[src/rtl/alu_scheduler_pkg.sv]
// Shared widths, flag positions, FSM encoding and command payload for the ALU scheduler.
package alu_scheduler_pkg;

  localparam int unsigned OPCODE_W = 5;
  localparam int unsigned DATA_W   = 8;
  localparam int unsigned FLAG_W   = 5;
  localparam int unsigned TIMER_W  = 8;

  localparam int unsigned FLG_CARRY  = 0;
  localparam int unsigned FLG_BORROW = 1;
  localparam int unsigned FLG_ZERO   = 2;
  localparam int unsigned FLG_NEG    = 3;
  localparam int unsigned FLG_OVF    = 4;

  typedef enum logic [1:0] {
    S_IDLE  = 2'd0,
    S_ISSUE = 2'd1,
    S_WAIT  = 2'd2,
    S_DONE  = 2'd3
  } state_e;

  typedef struct packed {
    logic [OPCODE_W-1:0] opcode;
    logic [DATA_W-1:0]   operand_a;
    logic [DATA_W-1:0]   operand_b;
    logic                carry_in;
    logic                borrow_in;
  } alu_cmd_t;

  // Place the individual ALU flags at their fixed bit positions
  function automatic logic [FLAG_W-1:0] pack_flags(
    input logic carry,
    input logic borrow,
    input logic zero,
    input logic neg,
    input logic ovf
  );
    logic [FLAG_W-1:0] f;
    f             = '0;
    f[FLG_CARRY]  = carry;
    f[FLG_BORROW] = borrow;
    f[FLG_ZERO]   = zero;
    f[FLG_NEG]    = neg;
    f[FLG_OVF]    = ovf;
    return f;
  endfunction

endpackage

[src/rtl/alu_scheduler_if.sv]
// Request/response bus and ALU-side bus of the ALU scheduler; slave is the scheduler view.
interface alu_scheduler_if #(
  parameter int unsigned NUM_REQ = 4
);
  import alu_scheduler_pkg::*;

  logic [NUM_REQ-1:0]          req;
  logic [OPCODE_W*NUM_REQ-1:0] req_opcode;
  logic [DATA_W*NUM_REQ-1:0]   req_operand_A;
  logic [DATA_W*NUM_REQ-1:0]   req_operand_B;
  logic [NUM_REQ-1:0]          req_carry_in;
  logic [NUM_REQ-1:0]          req_borrow_in;

  logic [NUM_REQ-1:0]          done;
  logic [DATA_W-1:0]           resp_result;
  logic [FLAG_W-1:0]           resp_flags;
  logic                        resp_timeout;
  logic                        busy;

  logic [OPCODE_W-1:0]         alu_opcode;
  logic [DATA_W-1:0]           alu_operand_A;
  logic [DATA_W-1:0]           alu_operand_B;
  logic                        alu_carry_in;
  logic                        alu_borrow_in;
  logic                        alu_enable;
  logic                        alu_input_ready;

  logic [DATA_W-1:0]           alu_result;
  logic                        alu_carry_out;
  logic                        alu_borrow_out;
  logic                        alu_zero;
  logic                        alu_negative;
  logic                        alu_overflow;
  logic                        alu_result_ready;

  modport slave (
    input  req, req_opcode, req_operand_A, req_operand_B, req_carry_in, req_borrow_in,
    input  alu_result, alu_carry_out, alu_borrow_out, alu_zero, alu_negative,
    input  alu_overflow, alu_result_ready,
    output done, resp_result, resp_flags, resp_timeout, busy,
    output alu_opcode, alu_operand_A, alu_operand_B, alu_carry_in, alu_borrow_in,
    output alu_enable, alu_input_ready
  );

  modport master (
    output req, req_opcode, req_operand_A, req_operand_B, req_carry_in, req_borrow_in,
    output alu_result, alu_carry_out, alu_borrow_out, alu_zero, alu_negative,
    output alu_overflow, alu_result_ready,
    input  done, resp_result, resp_flags, resp_timeout, busy,
    input  alu_opcode, alu_operand_A, alu_operand_B, alu_carry_in, alu_borrow_in,
    input  alu_enable, alu_input_ready
  );

endinterface

[src/rtl/alu_scheduler_rr_arbiter.sv]
// Combinational rotating-priority picker: search starts one past the last winner.
module rr_arbiter #(
  parameter int unsigned NUM_REQ = 4,
  parameter int unsigned IDX_W   = $clog2(NUM_REQ)
) (
  input  logic [NUM_REQ-1:0] req,
  input  logic [IDX_W-1:0]   ptr,
  output logic [NUM_REQ-1:0] grant_c,
  output logic [IDX_W-1:0]   grant_idx_c,
  output logic               any_req_c
);

  function automatic logic [IDX_W-1:0] rot_idx(input logic [IDX_W-1:0] base, input int unsigned step);
    return IDX_W'((32'(base) + step) % NUM_REQ);
  endfunction

  always_comb begin
    grant_idx_c = '0;
    any_req_c   = 1'b0;
    for (int unsigned k = 1; k <= NUM_REQ; k++) begin
      if (!any_req_c && req[rot_idx(ptr, k)]) begin
        any_req_c   = 1'b1;
        grant_idx_c = rot_idx(ptr, k);
      end
    end
    grant_c = any_req_c ? (NUM_REQ'(1) << grant_idx_c) : '0;
  end

endmodule

[src/rtl/alu_scheduler.sv]
// Shares one ALU among NUM_REQ requesters: round-robin grant, single input_ready strobe,
// wait for result_ready or timeout, then a one-hot done pulse to the winner.
module alu_scheduler
  import alu_scheduler_pkg::*;
#(
  parameter int unsigned NUM_REQ = 4,
  parameter int unsigned TIMEOUT = 255
) (
  input logic            clk,
  input logic            rst,
  alu_scheduler_if.slave bus
);

  localparam int unsigned IDX_W = $clog2(NUM_REQ);

  state_e               state_q, state_d;
  logic [IDX_W-1:0]     ptr_q, ptr_d;
  logic [IDX_W-1:0]     win_q, win_d;
  logic [NUM_REQ-1:0]   grant_q, grant_d;
  logic [NUM_REQ-1:0]   done_q, done_d;
  logic [TIMER_W-1:0]   timer_q, timer_d;
  alu_cmd_t             cmd_q, cmd_d;
  logic                 input_ready_q, input_ready_d;
  logic [DATA_W-1:0]    result_q, result_d;
  logic [FLAG_W-1:0]    flags_q, flags_d;
  logic                 timeout_q, timeout_d;
  logic                 busy_q;
  logic                 enable_q;

  logic [NUM_REQ-1:0]   arb_grant_c;
  logic [IDX_W-1:0]     arb_idx_c;
  logic                 arb_any_c;
  alu_cmd_t             req_cmd_c;

  rr_arbiter #(
    .NUM_REQ (NUM_REQ),
    .IDX_W   (IDX_W)
  ) u_arb (
    .req         (bus.req),
    .ptr         (ptr_q),
    .grant_c     (arb_grant_c),
    .grant_idx_c (arb_idx_c),
    .any_req_c   (arb_any_c)
  );

  // Winner's slice of the packed request bus
  always_comb begin
    req_cmd_c.opcode    = bus.req_opcode[32'(arb_idx_c)*OPCODE_W +: OPCODE_W];
    req_cmd_c.operand_a = bus.req_operand_A[32'(arb_idx_c)*DATA_W +: DATA_W];
    req_cmd_c.operand_b = bus.req_operand_B[32'(arb_idx_c)*DATA_W +: DATA_W];
    req_cmd_c.carry_in  = bus.req_carry_in[arb_idx_c];
    req_cmd_c.borrow_in = bus.req_borrow_in[arb_idx_c];
  end

  // Next-state and next-register values
  always_comb begin
    state_d       = state_q;
    ptr_d         = ptr_q;
    win_d         = win_q;
    grant_d       = grant_q;
    cmd_d         = cmd_q;
    timer_d       = timer_q;
    input_ready_d = 1'b0;
    done_d        = '0;
    result_d      = result_q;
    flags_d       = flags_q;
    timeout_d     = timeout_q;

    case (state_q)
      S_IDLE: begin
        if (arb_any_c) begin
          win_d         = arb_idx_c;
          grant_d       = arb_grant_c;
          cmd_d         = req_cmd_c;
          input_ready_d = 1'b1;
          state_d       = S_ISSUE;
        end
      end
      S_ISSUE: begin
        timer_d = '0;
        state_d = S_WAIT;
      end
      S_WAIT: begin
        if (bus.alu_result_ready) begin
          result_d  = bus.alu_result;
          flags_d   = pack_flags(bus.alu_carry_out, bus.alu_borrow_out, bus.alu_zero,
                                 bus.alu_negative, bus.alu_overflow);
          timeout_d = 1'b0;
          done_d    = grant_q;
          state_d   = S_DONE;
        end else if (timer_q == TIMER_W'(TIMEOUT - 1)) begin
          result_d  = '0;
          flags_d   = '0;
          timeout_d = 1'b1;
          done_d    = grant_q;
          state_d   = S_DONE;
        end else begin
          timer_d = timer_q + TIMER_W'(1);
        end
      end
      S_DONE: begin
        ptr_d   = win_q;
        state_d = S_IDLE;
      end
      default: state_d = S_IDLE;
    endcase
  end

  // State register
  always_ff @(posedge clk or negedge rst) begin
    if (!rst) state_q <= S_IDLE;
    else      state_q <= state_d;
  end

  // Datapath and output registers; the pointer reset gives requester 0 first priority
  always_ff @(posedge clk or negedge rst) begin
    if (!rst) begin
      ptr_q         <= IDX_W'(NUM_REQ - 1);
      win_q         <= '0;
      grant_q       <= '0;
      done_q        <= '0;
      timer_q       <= '0;
      cmd_q         <= '0;
      input_ready_q <= 1'b0;
      result_q      <= '0;
      flags_q       <= '0;
      timeout_q     <= 1'b0;
      busy_q        <= 1'b0;
      enable_q      <= 1'b0;
    end else begin
      ptr_q         <= ptr_d;
      win_q         <= win_d;
      grant_q       <= grant_d;
      done_q        <= done_d;
      timer_q       <= timer_d;
      cmd_q         <= cmd_d;
      input_ready_q <= input_ready_d;
      result_q      <= result_d;
      flags_q       <= flags_d;
      timeout_q     <= timeout_d;
      busy_q        <= (state_d != S_IDLE);
      enable_q      <= 1'b1;
    end
  end

  assign bus.done            = done_q;
  assign bus.resp_result     = result_q;
  assign bus.resp_flags      = flags_q;
  assign bus.resp_timeout    = timeout_q;
  assign bus.busy            = busy_q;
  assign bus.alu_opcode      = cmd_q.opcode;
  assign bus.alu_operand_A   = cmd_q.operand_a;
  assign bus.alu_operand_B   = cmd_q.operand_b;
  assign bus.alu_carry_in    = cmd_q.carry_in;
  assign bus.alu_borrow_in   = cmd_q.borrow_in;
  assign bus.alu_enable      = enable_q;
  assign bus.alu_input_ready = input_ready_q;

endmodule

[src/flat_wrapper.sv]
// flat-port wrapper written by rule: the top's interface ports become plain ports
module alu_scheduler_flat import alu_scheduler_pkg::*;
#(
  parameter int unsigned NUM_REQ = 4,
  parameter int unsigned TIMEOUT = 255
)
  (clk, rst, bus_req, bus_req_opcode, bus_req_operand_A, bus_req_operand_B, bus_req_carry_in, bus_req_borrow_in, bus_alu_result, bus_alu_carry_out, bus_alu_borrow_out, bus_alu_zero, bus_alu_negative, bus_alu_overflow, bus_alu_result_ready, bus_done, bus_resp_result, bus_resp_flags, bus_resp_timeout, bus_busy, bus_alu_opcode, bus_alu_operand_A, bus_alu_operand_B, bus_alu_carry_in, bus_alu_borrow_in, bus_alu_enable, bus_alu_input_ready);
  alu_scheduler_if #(.NUM_REQ(NUM_REQ)) bus_i ();
  input logic clk;
  input logic rst;
  input wire logic [$bits(bus_i.req)-1:0] bus_req;
  input wire logic [$bits(bus_i.req_opcode)-1:0] bus_req_opcode;
  input wire logic [$bits(bus_i.req_operand_A)-1:0] bus_req_operand_A;
  input wire logic [$bits(bus_i.req_operand_B)-1:0] bus_req_operand_B;
  input wire logic [$bits(bus_i.req_carry_in)-1:0] bus_req_carry_in;
  input wire logic [$bits(bus_i.req_borrow_in)-1:0] bus_req_borrow_in;
  input wire logic [$bits(bus_i.alu_result)-1:0] bus_alu_result;
  input wire logic [$bits(bus_i.alu_carry_out)-1:0] bus_alu_carry_out;
  input wire logic [$bits(bus_i.alu_borrow_out)-1:0] bus_alu_borrow_out;
  input wire logic [$bits(bus_i.alu_zero)-1:0] bus_alu_zero;
  input wire logic [$bits(bus_i.alu_negative)-1:0] bus_alu_negative;
  input wire logic [$bits(bus_i.alu_overflow)-1:0] bus_alu_overflow;
  input wire logic [$bits(bus_i.alu_result_ready)-1:0] bus_alu_result_ready;
  output wire logic [$bits(bus_i.done)-1:0] bus_done;
  output wire logic [$bits(bus_i.resp_result)-1:0] bus_resp_result;
  output wire logic [$bits(bus_i.resp_flags)-1:0] bus_resp_flags;
  output wire logic [$bits(bus_i.resp_timeout)-1:0] bus_resp_timeout;
  output wire logic [$bits(bus_i.busy)-1:0] bus_busy;
  output wire logic [$bits(bus_i.alu_opcode)-1:0] bus_alu_opcode;
  output wire logic [$bits(bus_i.alu_operand_A)-1:0] bus_alu_operand_A;
  output wire logic [$bits(bus_i.alu_operand_B)-1:0] bus_alu_operand_B;
  output wire logic [$bits(bus_i.alu_carry_in)-1:0] bus_alu_carry_in;
  output wire logic [$bits(bus_i.alu_borrow_in)-1:0] bus_alu_borrow_in;
  output wire logic [$bits(bus_i.alu_enable)-1:0] bus_alu_enable;
  output wire logic [$bits(bus_i.alu_input_ready)-1:0] bus_alu_input_ready;
  assign bus_i.req = bus_req;
  assign bus_i.req_opcode = bus_req_opcode;
  assign bus_i.req_operand_A = bus_req_operand_A;
  assign bus_i.req_operand_B = bus_req_operand_B;
  assign bus_i.req_carry_in = bus_req_carry_in;
  assign bus_i.req_borrow_in = bus_req_borrow_in;
  assign bus_i.alu_result = bus_alu_result;
  assign bus_i.alu_carry_out = bus_alu_carry_out;
  assign bus_i.alu_borrow_out = bus_alu_borrow_out;
  assign bus_i.alu_zero = bus_alu_zero;
  assign bus_i.alu_negative = bus_alu_negative;
  assign bus_i.alu_overflow = bus_alu_overflow;
  assign bus_i.alu_result_ready = bus_alu_result_ready;
  assign bus_done = bus_i.done;
  assign bus_resp_result = bus_i.resp_result;
  assign bus_resp_flags = bus_i.resp_flags;
  assign bus_resp_timeout = bus_i.resp_timeout;
  assign bus_busy = bus_i.busy;
  assign bus_alu_opcode = bus_i.alu_opcode;
  assign bus_alu_operand_A = bus_i.alu_operand_A;
  assign bus_alu_operand_B = bus_i.alu_operand_B;
  assign bus_alu_carry_in = bus_i.alu_carry_in;
  assign bus_alu_borrow_in = bus_i.alu_borrow_in;
  assign bus_alu_enable = bus_i.alu_enable;
  assign bus_alu_input_ready = bus_i.alu_input_ready;
  alu_scheduler #(.NUM_REQ(NUM_REQ), .TIMEOUT(TIMEOUT)) u_core (.clk(clk), .rst(rst), .bus(bus_i));
endmodule
[config.mk]
export PLATFORM = sky130hd
export DESIGN_NAME = alu_scheduler_flat
export DESIGN_NICKNAME = d
export VERILOG_FILES = /design/src/rtl/alu_scheduler_pkg.sv /design/src/rtl/alu_scheduler_if.sv /design/src/rtl/alu_scheduler_rr_arbiter.sv /design/src/rtl/alu_scheduler.sv /design/src/flat_wrapper.sv
export SDC_FILE = /design/constraint.sdc
export NUM_CORES = 1
export LEC_CHECK = 0
export BUFFER_PORTS_ARGS = -buffer_cell sky130_fd_sc_hd__buf_4
export CORE_MARGIN = 4
export CORE_UTILIZATION = 43
export DETAILED_ROUTE_END_ITERATION = 12
export PLACE_DENSITY = 0.86
export SLEW_MARGIN = 20
export SYNTH_ARGS = -nofsm -noshare
export SYNTH_HDL_FRONTEND = slang
export SYNTH_SLANG_ARGS = --single-unit
export TNS_END_PERCENT = 100
[constraint.sdc]
create_clock -name clk -period 1.62 [get_ports clk]
set_input_delay 0.324 -clock clk [delete_from_list [all_inputs] [get_ports clk]]
set_output_delay 0.324 -clock clk [all_outputs]
set_load 0.01 [all_outputs]
After elaboration in Yosys (flattened, before gate mapping)

Index checks and enable logic that the tools add are counted.

Multiplexer cells: 38
Shift operators: 4
Reductions and logical operators: 13
$lt $le $gt $ge: 5
Equal/unequal tests: 6
Add/subtract/negate cells: 5
Multipliers: 1

Operators with widths:

| operator            | count |
|---|---|
| $shiftx 32x6->8     | 2 |
| $mux 8              | 4 |
| $shiftx 20x6->5     | 1 |
| $pmux 8 s2          | 1 |
| $lt 2x3->1 const B  | 5 |
| $mux 1              | 14 |
| $mux 2              | 7 |
| $bmux 1 s2          | 6 |
| $mux 4              | 3 |
| $mux 5              | 2 |
| $add 8x1->8 const B | 1 |
| $eq 8x8->1 const B  | 1 |
| $pmux 2 s4          | 1 |
| $reduce_bool 2->1   | 3 |
| $mul 2x3->5 const B | 1 |
| $add 2x1->2 const B | 2 |
| $add 2x2->2 const B | 2 |
| $eq 2x2->1 const B  | 2 |
| $ne 2x2->1 const B  | 2 |
| $reduce_and 2->1    | 2 |
| $shl 1x2->4 const A | 1 |
| $logic_and 1x1->1   | 3 |
| $logic_not 1->1     | 3 |
| $reduce_and 3->1    | 1 |
| 2 further kinds     | 2 |

Register bits: 62
Output and inout bits: 44
Bits of input ports: 112

Logic depth before layout (Yosys ltp)

Depth in word-level cells: 16
Depth in mapped cells: 9
Depth with buffers taken out: 7

Cells and area by module

From an unflattened synthesis, not the netlist that was laid out.

Cells, all modules: 247
Area total of the unflattened synthesis: 3,265.6 sq um

Modules (own cells, without submodules):

| module        | area each (sq um) | times used | cells each |
|---|---|---|---|
| alu_scheduler | 3,064.2           | 1          | 217 |
| rr_arbiter    | 201.4             | 1          | 30 |

Worst setup path after synthesis

No wires, ideal clock.

Path type: reg-to-reg
From: register u_core.timer_q[0]
To: register u_core.timeout_q (netlist: u_core.bus.resp_timeout)
Arrival: 1.629 ns
Slack: -0.146 ns
Cell stages (with the launch flop): 9
Library setup time: 0.137 ns
Data required time: 1.483 ns
Cells stage by stage: dfrtp_1 > inv_1 > ha_1 > and4_1 > a21oi_1 > nand2b_1 > clkbuf_1 > buf_2 > a21oi_1

Longest elaborated chain between the ends: 3

RTL lines:

| what                               | RTL line             | RTL |
|---|---|---|
| start: declaration                 | alu_scheduler.sv:21  | `logic [TIMER_W-1:0] timer_q, timer_d;` |
| start signal: assignment           | alu_scheduler.sv:135 | `timer_q <= timer_d;` |
| $eq 8x8->1                         | alu_scheduler.sv:91  | `end else if (timer_q == TIMER_W'(TIMEOUT - 1)) begin` |
| $reduce_bool 2->1 (no source line) | --                   |  |
| $reduce_and 2->1 (no source line)  | --                   |  |
| end signal: assignment             | alu_scheduler.sv:140 | `timeout_q <= timeout_d;` |
| end: declaration                   | alu_scheduler.sv:26  | `logic timeout_q, timeout_d;` |

No other way between the ends.
A chain may end at the register's enable or synchronous reset.

Final worst setup path

From: register u_core.ptr_q[1]
To: register u_core.cmd_q (netlist bit u_core.bus.alu_opcode[0])

Longest elaborated chain between the ends: 15

RTL lines:

| what                         | RTL line                       | RTL |
|---|---|---|
| start: declaration           | alu_scheduler.sv:17            | `logic [IDX_W-1:0] ptr_q, ptr_d;` |
| start signal: assignment     | alu_scheduler.sv:118           | `ptr_q <= IDX_W'(NUM_REQ - 1);` |
| start signal: assignment     | alu_scheduler.sv:131           | `ptr_q <= ptr_d;` |
| $add 2x1->2                  | alu_scheduler_rr_arbiter.sv:14 | `return IDX_W'((32'(base) + step) % NUM_REQ);` |
| $bmux 1 s2                   | alu_scheduler_rr_arbiter.sv:21 | `if (!any_req_c && req[rot_idx(ptr, k)]) begin` |
| $mux 1 (not written as such) | alu_scheduler_rr_arbiter.sv:21 |  |
| $mux 1                       | alu_scheduler_rr_arbiter.sv:21 |  |
| $logic_not 1->1              | alu_scheduler_rr_arbiter.sv:21 |  |
| $logic_and 1x1->1            | alu_scheduler_rr_arbiter.sv:21 |  |
| $mux 1                       | alu_scheduler_rr_arbiter.sv:21 |  |
| $logic_not 1->1              | alu_scheduler_rr_arbiter.sv:21 |  |
| $logic_and 1x1->1            | alu_scheduler_rr_arbiter.sv:21 |  |
| $mux 1                       | alu_scheduler_rr_arbiter.sv:21 |  |
| $logic_not 1->1              | alu_scheduler_rr_arbiter.sv:21 |  |
| $logic_and 1x1->1            | alu_scheduler_rr_arbiter.sv:21 |  |
| $mux 2                       | alu_scheduler_rr_arbiter.sv:21 |  |
| $mul 2x3->5                  | alu_scheduler.sv:48            | `req_cmd_c.opcode = bus.req_opcode[32'(arb_idx_c)*OPCODE_W +: OPCODE_W];` |
| $shiftx 20x6->5              | alu_scheduler.sv:48            |  |
| end signal: assignment       | alu_scheduler.sv:136           | `cmd_q <= cmd_d;` |
| end: declaration             | alu_scheduler.sv:22            | `alu_cmd_t cmd_q, cmd_d;` |

Parallel ways exist; a longest one is shown, timed or not. The select of a mux whose other input is x is not followed.

==> flow_summary_export.csv <==
group,metric,value,unit
run_status,outcome,"complete, but fails checks",
run_status,violations,"negative setup slack",
global_routing,grt_max_degree,40,
yosys,yosys_warnings,0,
sta,max_freq,497,MHz
final_layout,antenna_cells,0,
floorplanning,num_io_pins,156,
drt,vias,3728,
sta,period_share,1.24,
worst_setup_path,crit_path_start_kind,"flip-flop",
drt,firstDrtPassIters,5,
power_and_ir_drop,p_per_area,1760,nW/um^2
clock_tree,cts_inserted_buffers,9,
sta,worst_clock_skew,0.0130,ns
sta,final_hold_viol_count,0,
final_layout,finalNonFillerCells,638,
global_routing,grt_pass1_vias,3775,
yosys,synth_ff_type,"dfrtp_1",
final_layout,regArea,1550,sq um
clock_tree,cts.clk_slew.worst_paths,0.07,ns
yosys,synth_area_leaders,"dfrtp_1 (44%), a21oi_1 (6.9%), a211oi_2 (6.6%)",
power_and_ir_drop,power_switching,3990,uW
power_and_ir_drop,power.total,9800,uW
final_layout,multiInputGateArea,1860,sq um
place,post-place-cells,604,
power_and_ir_drop,pwr-share-comb,0.588,
power_and_ir_drop,peakVddDrop,1060,uV
power_and_ir_drop,clkPwrFrac,0.143,
yosys,synth.distinct_cells,45,
worst_setup_path,crit_required,1.85,ns
floorplanning,initial_core_util,0.441,
global_routing,antenna_found_initial,0,
clock_tree,cts_htree_levels,3,
clock_tree,cts_tree,"done",
drt,routed_wl,12800,microns
yosys,synth_nets,456,
place,portBuffers,155,
power_and_ir_drop,cellLeakagePower,0.00253,uW
clock_tree,clk_latency,0.34,ns
sta,period_minus_slack,2.01,ns
worst_setup_path,worstPathMaxFanout,8,
sta,fin_setup_tns,-7.59,ns
worst_setup_path,crit_type,"flip-flop to flip-flop",
final_layout,nFillCells,513,
final_layout,syn2layout_area_growth,64.0,%
drt,met3_length,1070,microns
yosys,synthCells,337,
final_layout,drive_above_1_share,0.543,
clock_tree,cts.path.max_buffers,2,
sta,fin_ws,-0.392,ns
yosys,syn_avg_cell_area,10.1,sq um
global_routing,grt_usage,0.250,
yosys,synth_seq_area_share,0.458,
sta,setup_viol,30,
final_layout,final_util,0.723,
floorplanning,die_h,96.8,microns
drt,wl_met2,6330,microns
floorplanning,fp.dieW,96.8,microns
power_and_ir_drop,internal_power,5810,uW
yosys,yosysTopAreaCellShare,0.443,
power_and_ir_drop,p_sw_frac,0.407,
global_routing,grt_pass1_wl,19300,microns
sta,rsz0062_at_grt,"true",
place,place_ws,-0.321,ns
drt,ant_nets,0,
place,place.detailed.hpwl,8320,microns
drt,vias_per_cell,5.84,
yosys,synth_seq_cells,62,
floorplanning,placementRows,32,
yosys,post-synth-top-area-cell,"dfrtp_1",
final_layout,nets,650,
place,routabilityCongestion,0.872,
floorplanning,die_area,9370,sq um
worst_hold_path,hold_path.class,"primary input to flip-flop",
drt,drcViolationCount,0,
run,drv_cap,0,
drt,wire_per_inst,20.0,microns
global_routing,overflow,0,
yosys,syn_area,3390,sq um
floorplanning,core-area,7690,sq um
drt,wl_met1,4700,microns
power_and_ir_drop,power_frac_seq,0.269,
drt,first_iter_violations,297,
worst_setup_path,end_kind,"flip-flop",
yosys,synth_edf_count,0,
sta,maxSlewViolCount,0,
worst_setup_path,cp.arrival,2.24,ns
drt,topRoutingLayerUsed,"met4",
clock_tree,cts_num_sinks,62,
yosys,synthArstFlopShare,1.00,
clock_tree,root_buffer,"clkbuf_8",
power by group through the flow:
stage	Sequential [uW]	Combinational, uW	Clock, uW
final	2640	5760	1400
after global routing	2710	6150	1470
after global placement	2620	4610	0
after CTS	2620	5090	1400
after floorplan	2840	2530	0
after detailed placement	2640	4770	0
metal layers:
layer	track usage	vias up
met4	0.125	0
li1	-	1637
met2	0.415	250
met5	0	-
met3	0.0505	64
met1	0.307	1777
sequential cells by signal, summed over array words and instances, names as in the netlist, 2 cells and up:
| name | count |
|---|---|
| u_core.state_q | 2 |
| u_core.bus.resp_flags | 5 |
| u_core.bus.done | 4 |
| u_core.win_q | 2 |
| u_core.grant_q | 4 |
| u_core.bus.resp_result | 8 |
| u_core.timer_q | 8 |
| u_core.ptr_q | 2 |
| u_core.bus.alu_operand_A | 8 |
| u_core.bus.alu_opcode | 5 |
| u_core.bus.alu_operand_B | 8 |
worst paths after layout:
check,start,endpoint,slack [ns],cells past startpoint
max,u_core.ptr_q[1],u_core.bus.alu_opcode[0],-0.39,7
min,bus_alu_borrow_out,u_core.bus.resp_flags[1],0.20,2
max reg2reg,u_core.ptr_q[1],u_core.bus.alu_opcode[0],-0.39,7
min reg2reg,u_core.win_q[1],u_core.win_q[1],0.51,2
max in group asynchronous,rst,u_core.ptr_q[1],0.60,3
min in group asynchronous,rst,u_core.bus.alu_operand_A[0],0.43,2
critical path, stage by stage, from the launching register on:
cell and delay (ns):
dfstp_2 0.59, mux2i_2 0.25, o22ai_2 0.12, buf_6 0.14, o21ai_4 0.26, clkbuf_16 0.22, a211oi_1 0.06, a211oi_1 0.25
layout by cell type, fill, tap and decap left out, types with 3 or more instances in the layout:
cell	Yosys	layout
a211oi_1	28	22
a211oi_2	18	22
a21oi_1	47	39
a21oi_2	2	6
a21oi_4	0	4
a22o_1	13	13
buf_12	0	7
buf_4	6	189
buf_6	3	9
clkbuf_8	0	10
dfrtp_1	60	60
ha_1	7	5
inv_1	12	8
inv_2	1	5
nand2_1	11	10
nand2b_1	5	3
nand4_1	5	5
nor2_1	35	34
nor4b_1	22	20
xor2_1	4	4
area by class of cell:
cell class              count  area share
multi-input cells         234       0.335
repair buffers            211       0.318
flip-flops and latches     62       0.279
clock buffers              11      0.0254
well taps                 102      0.0229
clock inverters             5      0.0106
inverters                  13     0.00877
per-stage QoR:
stage / hold slack (ns) / area (sq um)
2_1_floorplan: 0.0284 / 3470
5_1_grt: 0.197 / 5560
3_3_place_gp: 0.258 / 4920
3_5_place_dp: 0.259 / 4920
4_1_cts: 0.195 / 5260
6_report: 0.200 / 5560
cell usage after synthesis, drive strengths merged (3+ instances only):
cell    count
dfrtp      60
a21oi      49
a211oi     46
nor2       35
nor4b      22
buf        17
a22o       13
inv        13
clkbuf     11
nand2      11
ha          7
nand2b      5
nand4       5
o21ai       5
mux2i       4
xor2        4
nor3        3
timing repair:
item / 4_1_cts / 5_1_grt
cloned: 1 / 2
hold endpoints to repair: 23 / 0
pin swaps: 5 / 11
setup endpoints to repair: 31 / 49
hold buffers: 1 / 0
gates resized for setup: 16 / 39
buffers inserted: 4 / 10
logic make-up (layout without fill, tap and decap cells):
kind of cell,after synthesis,after routing,share of synthesized area
AO/OA/AOI/OAI,121,121,0.264
AND/OR/NAND/NOR,94,94,0.158
flip-flops,62,62,0.458
buffers and inverters,41,240,0.0616
adder cells (fa/ha/maj),7,7,0.0258
XOR/XNOR,6,6,0.0155
multiplexers,5,5,0.0151
other,1,1,0.00111
Power figures use the tool's default switching activity.
